## src/rtl/program_loader_if.sv

```systemverilog
// Host-stream and RAM-bus signals of the program loader, grouped for port binding.
// slave = loader view, master = host/RAM-side view.
interface program_loader_if #(
  parameter int WIDTH = 16
);
  logic [WIDTH-1:0] in_data;
  logic             in_valid;
  logic             in_ready;
  logic             MI;
  logic             RI;
  logic [WIDTH-1:0] write;
  logic             cpu_hold;
  logic             done;
  logic [2:0]       dbg_state;

  modport slave (
    input  in_data, in_valid,
    output in_ready, MI, RI, write, cpu_hold, done, dbg_state
  );

  modport master (
    output in_data, in_valid,
    input  in_ready, MI, RI, write, cpu_hold, done, dbg_state
  );
endinterface

```

## src/rtl/program_loader.sv

```systemverilog
// Loads a streamed program image into RAM over the MI/RI/write bus, then writes
// the boot vector and releases the processor from reset.
module program_loader #(
  parameter int          WIDTH       = 16,
  parameter int unsigned VECTOR_ADDR = 0
) (
  input  logic            clk,
  input  logic            reset,
  program_loader_if.slave bus
);
  // Stream handshake: a word transfers on a posedge where in_valid && in_ready.
  // in_ready is registered, so the host never sees a combinational path.
  typedef enum logic [2:0] {
    S_HDR_ADDR  = 3'd0,
    S_HDR_CNT   = 3'd1,
    S_DATA_WAIT = 3'd2,
    S_WR_ADDR   = 3'd3,
    S_WR_DATA   = 3'd4,
    S_VEC_ADDR  = 3'd5,
    S_VEC_DATA  = 3'd6,
    S_DONE      = 3'd7
  } state_t;

  state_t           r_state;
  state_t           w_next;
  logic [WIDTH-1:0] r_base;
  logic [WIDTH-1:0] r_ptr;
  logic [WIDTH-1:0] r_remaining;
  logic [WIDTH-1:0] r_data;
  logic [WIDTH-1:0] r_write;
  logic             r_in_ready;
  logic             r_mi;
  logic             r_ri;
  logic             r_cpu_hold;
  logic             r_done;

  logic             w_accept;
  logic [WIDTH-1:0] w_rem_dec;
  logic [WIDTH-1:0] w_write;
  logic             w_in_ready;
  logic             w_mi;
  logic             w_ri;

  assign w_accept  = bus.in_valid & r_in_ready;
  assign w_rem_dec = r_remaining - WIDTH'(1);

  always_comb begin
    w_next = r_state;
    case (r_state)
      S_HDR_ADDR:  if (w_accept) w_next = S_HDR_CNT;
      S_HDR_CNT:   if (w_accept) w_next = (bus.in_data == '0) ? S_VEC_ADDR : S_DATA_WAIT;
      S_DATA_WAIT: if (w_accept) w_next = S_WR_ADDR;
      S_WR_ADDR:   w_next = S_WR_DATA;
      S_WR_DATA:   w_next = (w_rem_dec == '0) ? S_VEC_ADDR : S_DATA_WAIT;
      S_VEC_ADDR:  w_next = S_VEC_DATA;
      S_VEC_DATA:  w_next = S_DONE;
      S_DONE:      w_next = S_DONE;
      default:     w_next = S_HDR_ADDR;
    endcase
  end

  // Outputs are decoded from the next state so they are valid registers in that state.
  always_comb begin
    w_in_ready = 1'b0;
    w_mi       = 1'b0;
    w_ri       = 1'b0;
    w_write    = '0;
    case (w_next)
      S_HDR_ADDR, S_HDR_CNT, S_DATA_WAIT: w_in_ready = 1'b1;
      S_WR_ADDR: begin
        w_mi    = 1'b1;
        w_write = r_ptr;
      end
      S_WR_DATA: begin
        w_ri    = 1'b1;
        w_write = r_data;
      end
      S_VEC_ADDR: begin
        w_mi    = 1'b1;
        w_write = WIDTH'(VECTOR_ADDR);
      end
      S_VEC_DATA: begin
        // The CPU pre-increments the fetched PC, so base-1 makes the first fetch hit base.
        w_ri    = 1'b1;
        w_write = r_base - WIDTH'(1);
      end
      default: ;
    endcase
  end

  always_ff @(posedge clk or posedge reset) begin
    if (reset) begin
      r_state     <= S_HDR_ADDR;
      r_base      <= '0;
      r_ptr       <= '0;
      r_remaining <= '0;
      r_data      <= '0;
      r_write     <= '0;
      r_in_ready  <= 1'b1;
      r_mi        <= 1'b0;
      r_ri        <= 1'b0;
      r_cpu_hold  <= 1'b1;
      r_done      <= 1'b0;
    end else begin
      r_state    <= w_next;
      r_write    <= w_write;
      r_in_ready <= w_in_ready;
      r_mi       <= w_mi;
      r_ri       <= w_ri;
      r_cpu_hold <= (w_next != S_DONE);
      r_done     <= (w_next == S_DONE);
      case (r_state)
        S_HDR_ADDR: if (w_accept) begin
          r_base <= bus.in_data;
          r_ptr  <= bus.in_data;
        end
        S_HDR_CNT:   if (w_accept) r_remaining <= bus.in_data;
        S_DATA_WAIT: if (w_accept) r_data <= bus.in_data;
        S_WR_DATA: begin
          r_ptr       <= r_ptr + WIDTH'(1);
          r_remaining <= w_rem_dec;
        end
        default: ;
      endcase
    end
  end

  assign bus.in_ready  = r_in_ready;
  assign bus.MI        = r_mi;
  assign bus.RI        = r_ri;
  assign bus.write     = r_write;
  assign bus.cpu_hold  = r_cpu_hold;
  assign bus.done      = r_done;
  assign bus.dbg_state = r_state;
endmodule
```

## src/flat_wrapper.sv

```systemverilog
// flat-port wrapper written by rule: the top's interface ports become plain ports
module program_loader_flat 
#(
  parameter int          WIDTH       = 16,
  parameter int unsigned VECTOR_ADDR = 0
)
  (clk, reset, bus_in_data, bus_in_valid, bus_in_ready, bus_MI, bus_RI, bus_write, bus_cpu_hold, bus_done, bus_dbg_state);
  program_loader_if #(.WIDTH(WIDTH)) bus_i ();
  input  logic clk;
  input  logic reset;
  input wire logic [$bits(bus_i.in_data)-1:0] bus_in_data;
  input wire logic [$bits(bus_i.in_valid)-1:0] bus_in_valid;
  output wire logic [$bits(bus_i.in_ready)-1:0] bus_in_ready;
  output wire logic [$bits(bus_i.MI)-1:0] bus_MI;
  output wire logic [$bits(bus_i.RI)-1:0] bus_RI;
  output wire logic [$bits(bus_i.write)-1:0] bus_write;
  output wire logic [$bits(bus_i.cpu_hold)-1:0] bus_cpu_hold;
  output wire logic [$bits(bus_i.done)-1:0] bus_done;
  output wire logic [$bits(bus_i.dbg_state)-1:0] bus_dbg_state;
  assign bus_i.in_data = bus_in_data;
  assign bus_i.in_valid = bus_in_valid;
  assign bus_in_ready = bus_i.in_ready;
  assign bus_MI = bus_i.MI;
  assign bus_RI = bus_i.RI;
  assign bus_write = bus_i.write;
  assign bus_cpu_hold = bus_i.cpu_hold;
  assign bus_done = bus_i.done;
  assign bus_dbg_state = bus_i.dbg_state;
  program_loader #(.WIDTH(WIDTH), .VECTOR_ADDR(VECTOR_ADDR)) u_core (.clk(clk), .reset(reset), .bus(bus_i));
endmodule
```

## config.mk

```make
export PLATFORM = sky130hd
export DESIGN_NAME = program_loader_flat
export DESIGN_NICKNAME = d
export VERILOG_FILES = /design/src/rtl/program_loader_if.sv /design/src/rtl/program_loader.sv /design/src/flat_wrapper.sv
export SDC_FILE = /design/constraint.sdc
export NUM_CORES = 1
export LEC_CHECK = 0
export CORE_ASPECT_RATIO = 2
export CORE_MARGIN = 1
export CORE_UTILIZATION = 30
export DETAILED_ROUTE_END_ITERATION = 8
export HOLD_SLACK_MARGIN = 0.06
export PLACE_DENSITY = 0.54
export SYNTH_ARGS = -nofsm -noshare
export SYNTH_HDL_FRONTEND = slang
export SYNTH_SLANG_ARGS = --single-unit
```

## constraint.sdc

```tcl
create_clock -name clk -period 8.33 [get_ports clk]
set_input_delay 1.666 -clock clk [delete_from_list [all_inputs] [get_ports clk]]
set_output_delay 1.666 -clock clk [all_outputs]
set_load 0.01 [all_outputs]
```

Word-level counts from Yosys, hierarchy flattened:

Index checks and enable logic that the tools add are counted.

* input port bits: 19
* output and inout bits: 24
* bits in registers: 88

* add/subtract/negate cells: 3
* muxes and demuxes: 13
* reductions and logical operators: 14
* bitwise logic cells: 1
* equality and inequality tests: 17

Operator list (count)
* $pmux W16 S2: 2
* $pmux W16 S3: 1
* $logic_not A16 Y1: 2
* $sub A16 B1 Y16 const B: 2
* $eq A3 B3 Y1 const B: 8
* $pmux W3 S7: 1
* $add A16 B1 Y16 const B: 1
* $mux W16: 1
* $mux W3: 5
* $eq A3 B2 Y1 const B: 4
* $reduce_and A2 Y1: 4
* $eq A3 B1 Y1 const B: 2
* $logic_not A3 Y1: 2
* $reduce_or A2 Y1: 3
* $ne A2 B1 Y1 const B: 2
* $reduce_bool A2 Y1: 2
* $mux W1: 3
* $ne A3 B3 Y1 const B: 1
* $reduce_or A3 Y1: 1
* $and A1 B1 Y1: 1

Longest topological paths before layout:

Gate-level depths: netlist of the first run.

* word-level depth: 7
* gate-level depth with buffers: 7
* depth with buffers taken out: 7

Worst setup path after synthesis of the first run:

OpenSTA, ideal clock, no wires.

* path type: input -> register
* start point: input port bus_in_valid
* end point: register u_core.r_data[0]
* stages: 4
* arrival: 2.963 ns
* library setup time: 0.125 ns
* slack: 5.243 ns
* buffers on the path: 1
* path through: nand2_1 nor4b_2 clkbuf_1 mux2_2

* cells in the longest elaborated chain, start to end: 2

RTL lines
* start, declared: line flat_wrapper.sv:12 `input wire logic [$bits(bus_i.in_valid)-1:0] bus_in_valid;`
* $and A1 B1 Y1: line program_loader.sv:44 `assign w_accept = bus.in_valid & r_in_ready;`
* $reduce_and A2 Y1 (no source line)
* end signal, assigned: line program_loader.sv:118 `S_DATA_WAIT: if (w_accept) r_data <= bus.in_data;`
* end, declared: line program_loader.sv:29 `logic [WIDTH-1:0] r_data;`

No other way between the ends.
A chain may end at the register's enable or synchronous reset.

Worst setup path in the final report of the first run:

* start point: input port bus_in_valid
* end point: register u_core.r_ptr[8]

* cells in the longest elaborated chain, start to end: 3

RTL lines
* $and A1 B1 Y1: line program_loader.sv:44
* $ne A2 B1 Y1 (no source line)
* $reduce_and A2 Y1 (no source line)
* end signal, assigned: line program_loader.sv:115 `r_ptr <= bus.in_data;`
* end signal, assigned: line program_loader.sv:120 `r_ptr <= r_ptr + WIDTH'(1);`
* end, declared: line program_loader.sv:27 `logic [WIDTH-1:0] r_ptr;`

No other way between the ends.

==> results of run 1 <==
-- final cells by class --
| class | count | share of cell area, % |
|---|---|---|
| clock buffer | 10 | 4.51 |
| clock inverter | 6 | 0.779 |
| inverter | 8 | 0.590 |
| multi-input combinational | 326 | 39.4 |
| sequential | 88 | 41.6 |
| tap | 192 | 4.53 |
| timing repair buffer | 47 | 8.64 |
-- cell usage after synthesis, types with 4 or more instances --
cell,instances,area share [%]
dfrtp_1,86,48
nand2_1,74,6.2
o21ai_0,35,3.9
nor2_1,25,2.1
clkbuf_1,20,1.7
a221o_1,18,4.0
nor3_1,17,1.9
nor4_1,17,2.4
mux2_2,16,4.0
a22oi_1,14,2.3
xnor2_1,11,2.1
nand3_1,9,1.0
o311ai_0,9,1.8
inv_1,8,0.67
a21oi_1,7,0.78
nand4_1,7,0.97
buf_6,5,1.3
o211ai_1,5,0.84
a31oi_1,4,0.56
and2_1,4,0.56
ha_1,4,1.1
nand3b_1,4,0.67
nor3b_1,4,0.67
xor2_1,4,0.78
-- state kept, by name, indices dropped and copies added, names as in the netlist --
register,count
u_core.bus.write,16
u_core.r_base,16
u_core.r_data,16
u_core.r_ptr,16
u_core.r_remaining,16
u_core.bus.dbg_state,3
u_core.bus.MI,1
u_core.bus.RI,1
u_core.bus.cpu_hold,1
u_core.bus.done,1
u_core.bus.in_ready,1
-- placed cells by master (no fill, tap or decap), types with 9 or more instances in the layout --
cell,count
a221o_1,18
nand3_1,9
o311ai_0,9
clkdlybuf4s50_1,42
clkbuf_16,9
nor4_1,16
o21ai_0,35
nand2_1,74
nor3_1,17
dfrtp_1,86
mux2_2,16
nor2_1,25
xnor2_1,11
a22oi_1,14
-- per-layer routing --
metal | global-route usage [%] | part of all wire (%)
met1 | 17.1 | 37
met2 | 31.0 | 56
met3 | 2.55 | 2.9
met4 | 9.74 | 4.2
met5 | 0 | 0
-- worst register-to-register path, delay by kind of cell (launching register included) --
kind,cells,cell delay (ps)
AO/OA/AOI/OAI,3,1130
adder cells (fa/ha/maj),1,250
buffers and inverters,1,140
flip-flops,1,460
AND/OR/NAND/NOR,2,590
-- power breakdown --
group / internal (mW) / switching [mW] / total (mW)
logic: 0.353 / 0.362 / 0.715
registers: 0.621 / 0.219 / 0.840
clock network: 0.211 / 0.173 / 0.384
-- cell families after synthesis --
logic type / after synthesis / synth area share [%]
muxes: 17 / 4.23
xor gates and xnor gates: 15 / 2.92
and+or+nand+nor: 179 / 20.1
AOI/OAI and AO/OA: 111 / 17.8
buffers and inverters: 36 / 4.79
DFF: 88 / 49.1
adders and majority gates: 4 / 1.11
-- through the flow --
stage	setup slack, ps	cell area [sq um]
finish	4730	5300
global route	4590	5300
floorplan	4390	4490
CTS	4750	5300
detailed placement	4390	5020
global placement	4430	5020
-- how the worst max path moves through the flow --
stage                      start  cells past startpoint                     endpoint
floorplan                  reset                      1      u_core.bus.MI$_DFF_PP0_
global placement    bus_in_valid                      6  u_core.r_ptr[8]$_DFFE_PP0P_
detailed placement  bus_in_valid                      6  u_core.r_ptr[8]$_DFFE_PP0P_
CTS                 bus_in_valid                      6  u_core.r_ptr[8]$_DFFE_PP0P_
global route        bus_in_valid                      6  u_core.r_ptr[8]$_DFFE_PP0P_
finish              bus_in_valid                      6  u_core.r_ptr[8]$_DFFE_PP0P_
==> summary.txt, run 1 <==
Post-CTS Resized = 0
Post-CTS Setup Bufs = 0
most used cell, CP = nand2_1
CP Capture Type = flop
# clock sinks = 88
Synth Register Bits = 88
Final Hold Vio Count = 0
I/O Buffers = 42
asr flop ratio synth = 100%
Rows = 62
H-tree levels = 3
# setup viols final = 0
worst slew pin tran = 1020 ps
CP arrival = 3820 ps
reg2reg end = u_core.bus.dbg_state[1]$_DFF_PP0_
Fin Clk Skew = 9.71 ps
Core Util, Final = 36.5%
Crit path max-delay family = simple AND/OR/NAND/NOR gates
routability cong. = 0.883
ANT nets after route = 0
critical path type = input port to flop
P_leak = 2.15 nW
vias in the first global route = 3767
fill cell count = 1492
ANT cells = 0
worst hold start = u_core.r_base[15]$_DFFE_PP0P_
max incr delay on CP = 740 ps
sequential element share of the synthesized area = 49.1%
status = finished clean
RSZ-0062 raised after global routing = no
Vias/cell = 5.42
Die X = 88.5 um
I/O Pins = 43
crit path max fanout = 16
final wirelength = 12200 um
final net count = 503
Tot Pwr = 1.94 mW
Max Fclk = 278 MHz
Warnings, synthesis = 0
Remaining DRCs = 0
routed via count = 3671
Netlist cell types = 58
Die Area = 15500 sq um
1st-iter DRT viols = 251
area of the mapped netlist = 4490 sq um
placed insts = 661
pin count of the biggest net entering global routing = 64
flop-to-flop setup slack = 5650 ps
Slew HR = 31.4%
first-pass GRT wire length = 19600 um
drt wl/cell = 18.0 um
startpoint types = input port
Fin Setup TNS = 0 ps
clock buffer depth = 2
initial antenna violation count = 0
Top FF cell, synth = dfrtp_1
Max IR drop VDD = 103 uV
GRT overflow = 0
layout overhead on the synthesized area = 18.0%
1st-pass router iterations = 4
CP Cell Sequence = clkdlybuf4s50_1, nand2_1, or4_1, nand2_1, o21ai_0, a221o_1
CP Data Required Time = 8550 ps
fin cells = 677
Hold Slack = 505 ps
syn nets = 473
Cells after Synth = 450
dpl hpwl = 8720 um
Initial Util = 31.0%
Core Region = 14500 sq um
Die Height = 175 um
CTS buffer count = 9
worst hold path endpoint = u_core.r_base[15]$_DFFE_PP0P_
Reg clk slew, reported paths = 70 ps
Hold-fix buffers, CTS = 0
hold path depth = 2
root buf cell = clkbuf_16
Seq. cell area = 2200 sq um
crit path buf inv count = 1
post-synthesis area per instance = 9.98 sq um
total track usage = 16.8%
area of the multi-input gates = 2090 sq um
final period demand of the worst path = 3600 ps
share of cells above drive strength 1 = 10.3%
Worst Hold Class = flop to flop
clk_lat worst skew = 340 ps
PwrDens = 366 nW/um^2
max_cap viols = 0
reg2reg start = u_core.r_remaining[0]$_DFFE_PP0P_
CP max stage cell = or4_1
CTS tree = yes
Post-synth EDFFs = 0
r2r worst-path depth = 7
period utilisation layout = 43.2%
Slew Limit Fails = 0
No activity file was read; power rests on OpenSTA's default activity.
==> run 2: changes to the inputs <==
- clock period: 8.33 -> 3.7 ns (I/O delays scaled with it)
==> run 2 against run 1 <==
Non-clock buffer count is 6 higher. Clock-buffer cell count stayed put. Critical path type is now flop to flop. Highest routed layer unchanged. Cell area is 1.4% higher.
==> summary.txt, run 2 (synthesized netlist as in run 1, its figures left out) <==
# clock sinks = 88 (unchanged)
most common cell after layout, fill and taps aside = dfrtp_1 (unchanged)
Vias/cell = 5.48 (was 5.42)
CP Data Required Time = 3920 ps (was 8550 ps)
max incr delay on CP = 620 ps (was 740 ps)
crit path max fanout = 8 (was 16)
max_cap viols = 0 (unchanged)
CP Cell Sequence = inv_1, ha_1, nor3b_1, nand4_1, xnor2_1, a2111o_1, a221o_1 (was clkdlybuf4s50_1, nand2_1, or4_1, nand2_1, o21ai_0, a221o_1)
Fin Setup TNS = 0 ps (unchanged)
first-pass GRT wire length = 19300 um (was 19600 um)
placed insts = 667 (was 661)
Initial Util = 31.0% (unchanged)
vias in the first global route = 3755 (was 3767)
clock buffer depth = 2 (unchanged)
Post-CTS Resized = 0 (unchanged)
CP Capture Type = flop (unchanged)
CTS buffer count = 9 (unchanged)
Max Fclk = 352 MHz
I/O Pins = 43 (unchanged)
fin worst setup slack = 857 ps (was 4730 ps)
GRT overflow = 0 (unchanged)
H-tree levels = 3 (unchanged)
status = finished clean (unchanged)
ANT cells = 0 (unchanged)
# setup viols final = 0 (unchanged)
routed via count = 3744 (was 3671)
Stages on worst setup path = 7 (was 6)
initial antenna violation count = 0 (unchanged)
dpl hpwl = 8840 um (was 8720 um)
fill cell count = 1481 (was 1492)
startpoint types = flop (was input port)
Die Height = 175 um (unchanged)
Die X = 88.5 um (unchanged)
P_leak = 2.18 nW (was 2.15 nW)
Remaining DRCs = 0 (unchanged)
Fin Clk Skew = 7.04 ps (was 9.71 ps)
total track usage = 16.4% (was 16.8%)
layout overhead on the synthesized area = 19.7% (was 18.0%)
most frequent cells in the layout = dfrtp_1, nand2_1, clkdlybuf4s50_1 (unchanged)
fin cells = 683 (was 677)
drt wl/cell = 17.7 um (was 18.0 um)
Rows = 62 (unchanged)
dpl ws = 905 ps (was 4390 ps)
period utilisation layout = 76.8%
Core Region = 14500 sq um (unchanged)
Hold-fix buffers, CTS = 0 (unchanged)
critical path type = flop to flop (was input port to flop)
Slew HR = 39.8% (was 31.4%)
PwrDens = 825 nW/um^2 (was 366 nW/um^2)
routability cong. = 0.893 (was 0.883)
Reg clk slew, reported paths = 60 ps (was 70 ps)
1st-iter DRT viols = 214 (was 251)
Post-CTS Setup Bufs = 0 (unchanged)
ANT nets after route = 0 (unchanged)
crit path from = u_core.r_remaining[0]$_DFFE_PP0P_ (was bus_in_valid)
clk_lat worst skew = 340 ps (about the same)
worst slew pin tran = 900 ps (was 1020 ps)
Final Hold Vio Count = 0 (unchanged)
final period demand of the worst path = 2840 ps
Max IR drop VDD = 234 uV (was 103 uV)
Worst Hold Class = flop to flop (unchanged)
hold path depth = 2 (unchanged)
share of cells above drive strength 1 = 11.2% (was 10.3%)
final wirelength = 12100 um (was 12200 um)
CP max stage cell = nor3b_1 (was or4_1)
RSZ-0062 raised after global routing = no (unchanged)
worst hold start = u_core.r_base[15]$_DFFE_PP0P_ (unchanged)
CTS tree = yes (unchanged)
Die Area = 15500 sq um (unchanged)
final net count = 509 (was 503)
pin count of the biggest net entering global routing = 49 (was 64)
post-place instance area = 5080 sq um (was 5020 sq um)
I/O Buffers = 42 (unchanged)
Slew Limit Fails = 0 (unchanged)
crit path buf inv count = 1 (unchanged)
1st-pass router iterations = 4 (unchanged)
design area = 5380 sq um (was 5300 sq um)
r2r worst-path depth = 7 (unchanged)
CP arrival = 3060 ps (was 3820 ps)
root buf cell = clkbuf_16 (unchanged)
reg2reg start = u_core.r_remaining[0]$_DFFE_PP0P_ (unchanged)
Crit path max-delay family = compound AO/OA/AOI/OAI gates (was simple AND/OR/NAND/NOR gates)
## run 2: stage by stage
stage,power (mW),hold WS [ps],util (%)
floorplan,2.98,467,-
global placement,3.48,490,35.0
detailed placement,3.52,486,35.0
CTS,4.45,501,37.1
global route,4.71,516,37.1
finish,4.44,502,37.1
## run 2: power breakdown
group | internal [mW] | switching (mW)
Combinational | 0.806 | 0.818
Clock | 0.526 | 0.390
Sequential | 1.40 | 0.497
Total | 2.73 | 1.71
## run 2: path summary, 6_finish.rpt
kind | end | slack (ps)
max | u_core.bus.dbg_state[1]$_DFF_PP0_ | 860
min | u_core.r_base[15]$_DFFE_PP0P_ | 500
min reg2reg | u_core.r_base[15]$_DFFE_PP0P_ | 500
max in group asynchronous | u_core.bus.write[6]$_DFF_PP0_ | 2150
min in group asynchronous | u_core.bus.write[13]$_DFF_PP0_ | 830
max reg2reg | u_core.bus.dbg_state[1]$_DFF_PP0_ | 860
## run 2: metal layers
metal | part of all wire [%] | track usage (%)
met1 | 38 | 17.7
met2 | 55 | 29.3
met3 | 2.9 | 1.98
met4 | 4.6 | 10.4
met5 | 0 | 0
## run 2: final cells by class
| class | instances | area (sq um) | area share, % |
|---|---|---|---|
| Clock buffer | 10 | 229 | 4.26 |
| Multi-Input combinational cell | 326 | 2090 | 38.8 |
| Timing Repair Buffer | 53 | 515 | 9.59 |
| Tap cell | 192 | 240 | 4.47 |
| Inverter | 8 | 31.3 | 0.582 |
| Clock inverter | 6 | 67.6 | 1.26 |
| Sequential cell | 88 | 2200 | 41.0 |
## run 2: worst min-delay path, stage by stage (launching register included)
cell     delay, ps
dfrtp_1        360
nand2_1         60
nand2_1         60
==> run 3: changes to the inputs <==
- PLACE_DENSITY: 0.54 -> 0.56
- clock period: 3.7 -> 2.5 ns (I/O delays scaled with it)
==> run 3 against run 2 <==
Clock skew grew 4.1 ps. Highest routed layer unchanged. Hold slack improved by 2.4 ps. Power is 54% higher. Cell area is 5.6% higher.
==> summary.txt, run 3 (synthesized netlist as in run 1, its figures left out) <==
status = finished clean (unchanged)
Die Area = 15500 sq um (unchanged)
period utilisation layout = 92.9% (was 76.8%)
first-pass GRT wire length = 21600 um (was 19300 um)
# setup viols final = 0 (unchanged)
CTS buffer count = 9 (unchanged)
Slew Limit Fails = 0 (unchanged)
routed via count = 3897 (was 3744)
max incr delay on CP = 410 ps (was 620 ps)
fin worst setup slack = 177 ps (was 857 ps)
pin count of the biggest net entering global routing = 38 (was 49)
critical path type = flop to flop (unchanged)
final wirelength = 13700 um (was 12100 um)
CP max stage cell = or3b_4 (was nor3b_1)
post-place instance area = 5360 sq um (was 5080 sq um)
root buf cell = clkbuf_16 (unchanged)
Slew HR = 49.1% (was 39.8%)
Max Fclk = 430 MHz (was 352 MHz)
I/O Buffers = 42 (unchanged)
Die X = 88.5 um (unchanged)
most common cell after layout, fill and taps aside = dfrtp_1 (unchanged)
Final Hold Vio Count = 0 (unchanged)
H-tree levels = 3 (unchanged)
dpl ws = 123 ps (was 905 ps)
Fin Setup TNS = 0 ps (unchanged)
drt wl/cell = 19.1 um (was 17.7 um)
Reg clk slew, reported paths = 70 ps (was 60 ps)
layout overhead on the synthesized area = 26.4% (was 19.7%)
CP Cell Sequence = inv_1, ha_1, or3b_4, o31ai_2, nand4_1, a2111o_1, a221o_1 (was inv_1, ha_1, nor3b_1, nand4_1, xnor2_1, a2111o_1, a221o_1)
ANT cells = 0 (unchanged)
P_leak = 2.36 nW (was 2.18 nW)
1st-pass router iterations = 5 (was 4)
CTS tree = yes (unchanged)
final period demand of the worst path = 2320 ps (was 2840 ps)
share of cells above drive strength 1 = 17.5% (was 11.2%)
crit path max fanout = 3 (was 8)
Initial Util = 31.0% (unchanged)
GRT overflow = 0 (unchanged)
Post-CTS Setup Bufs = 0 (unchanged)
PwrDens = 1210 nW/um^2 (was 825 nW/um^2)
Tot Pwr = 6.84 mW (was 4.44 mW)
fill cell count = 1435 (was 1481)
Post-CTS Resized = 0 (unchanged)
I/O Pins = 43 (unchanged)
most frequent cells in the layout = dfrtp_1, nand2_1, clkdlybuf4s50_1, buf_4, o21ai_0 (was dfrtp_1, nand2_1, clkdlybuf4s50_1)
Core Region = 14500 sq um (unchanged)
dpl hpwl = 10200 um (was 8840 um)
vias in the first global route = 3957 (was 3755)
clk_lat worst skew = 350 ps (was 340 ps)
max_cap viols = 0 (unchanged)
CP Capture Type = flop (unchanged)
ANT nets after route = 0 (unchanged)
Max IR drop VDD = 527 uV (was 234 uV)
design area = 5680 sq um (was 5380 sq um)
Die Height = 175 um (unchanged)
CP arrival = 2550 ps (was 3060 ps)
RSZ-0062 raised after global routing = no (unchanged)
CP Data Required Time = 2730 ps (was 3920 ps)
Hold-fix buffers, CTS = 0 (unchanged)
Fin Clk Skew = 11.2 ps (was 7.04 ps)
worst slew pin tran = 756 ps (was 900 ps)
final net count = 543 (was 509)
initial antenna violation count = 0 (unchanged)
total track usage = 18.9% (was 16.4%)
1st-iter DRT viols = 334 (was 214)
startpoint types = flop (unchanged)
routability cong. = 0.914 (was 0.893)
Rows = 62 (unchanged)
Remaining DRCs = 0 (unchanged)
Worst Hold Class = flop to flop (unchanged)
clock buffer depth = 2 (unchanged)
# clock sinks = 88 (unchanged)
Vias/cell = 5.44 (was 5.48)
==> run 3: power by group <==
part | switching, mW | internal (mW)
registers | 0.677 | 2.07
clock network | 0.600 | 0.786
logic | 1.37 | 1.34
total | 2.65 | 4.20
==> run 3: cell type report <==
class,count,area (sq um),area share (%)
Sequential cell,88,2200,38.8
Multi-Input combinational cell,326,2100,37.0
Timing Repair Buffer,87,796,14.0
Tap cell,192,240,4.23
Clock buffer,9,225,3.97
Clock inverter,7,77.6,1.37
Inverter,8,33.8,0.595
==> run 3: layer usage <==
metal	vias to the layer above	part of all wire, %	GRT usage (%)
li1	1813	-	-
met1	1903	35	19.7
met2	135	54	33.0
met3	46	3.3	2.55
met4	0	7.5	14.4
met5	-	0	0
==> run 3: path summary, 6_finish.rpt <==
check,from,end,slack [ps],cells past startpoint
max in group asynchronous,reset,u_core.r_data[6]$_DFFE_PP0P_,1330,3
min in group asynchronous,reset,u_core.r_data[8]$_DFFE_PP0P_,560,2
hold / removal,u_core.r_base[15]$_DFFE_PP0P_,u_core.r_base[15]$_DFFE_PP0P_,500,2
hold reg to reg,u_core.r_base[15]$_DFFE_PP0P_,u_core.r_base[15]$_DFFE_PP0P_,500,2
setup / recovery,u_core.r_remaining[0]$_DFFE_PP0P_,u_core.bus.dbg_state[1]$_DFF_PP0_,180,7
setup reg to reg,u_core.r_remaining[0]$_DFFE_PP0P_,u_core.bus.dbg_state[1]$_DFF_PP0_,180,7
==> run 3: critical path: cells and delay by family, from the launching register on <==
kind	cells	cell delay [ps]
adders and majority gates	1	190
AOI/OAI and AO/OA	3	990
DFF	1	390
buffers and inverters	1	90
and+or+nand+nor	2	540
==> run 3: per-stage QoR <==
stage / util [%] / hold slack, ps / std cells
after floorplan: - / 467 / 450
after global placement: 37.0 / 486 / 701
after detailed placement: 37.0 / 493 / 701
after CTS: 39.0 / 509 / 717
after global routing: 39.1 / 526 / 717
final: 39.1 / 504 / 717
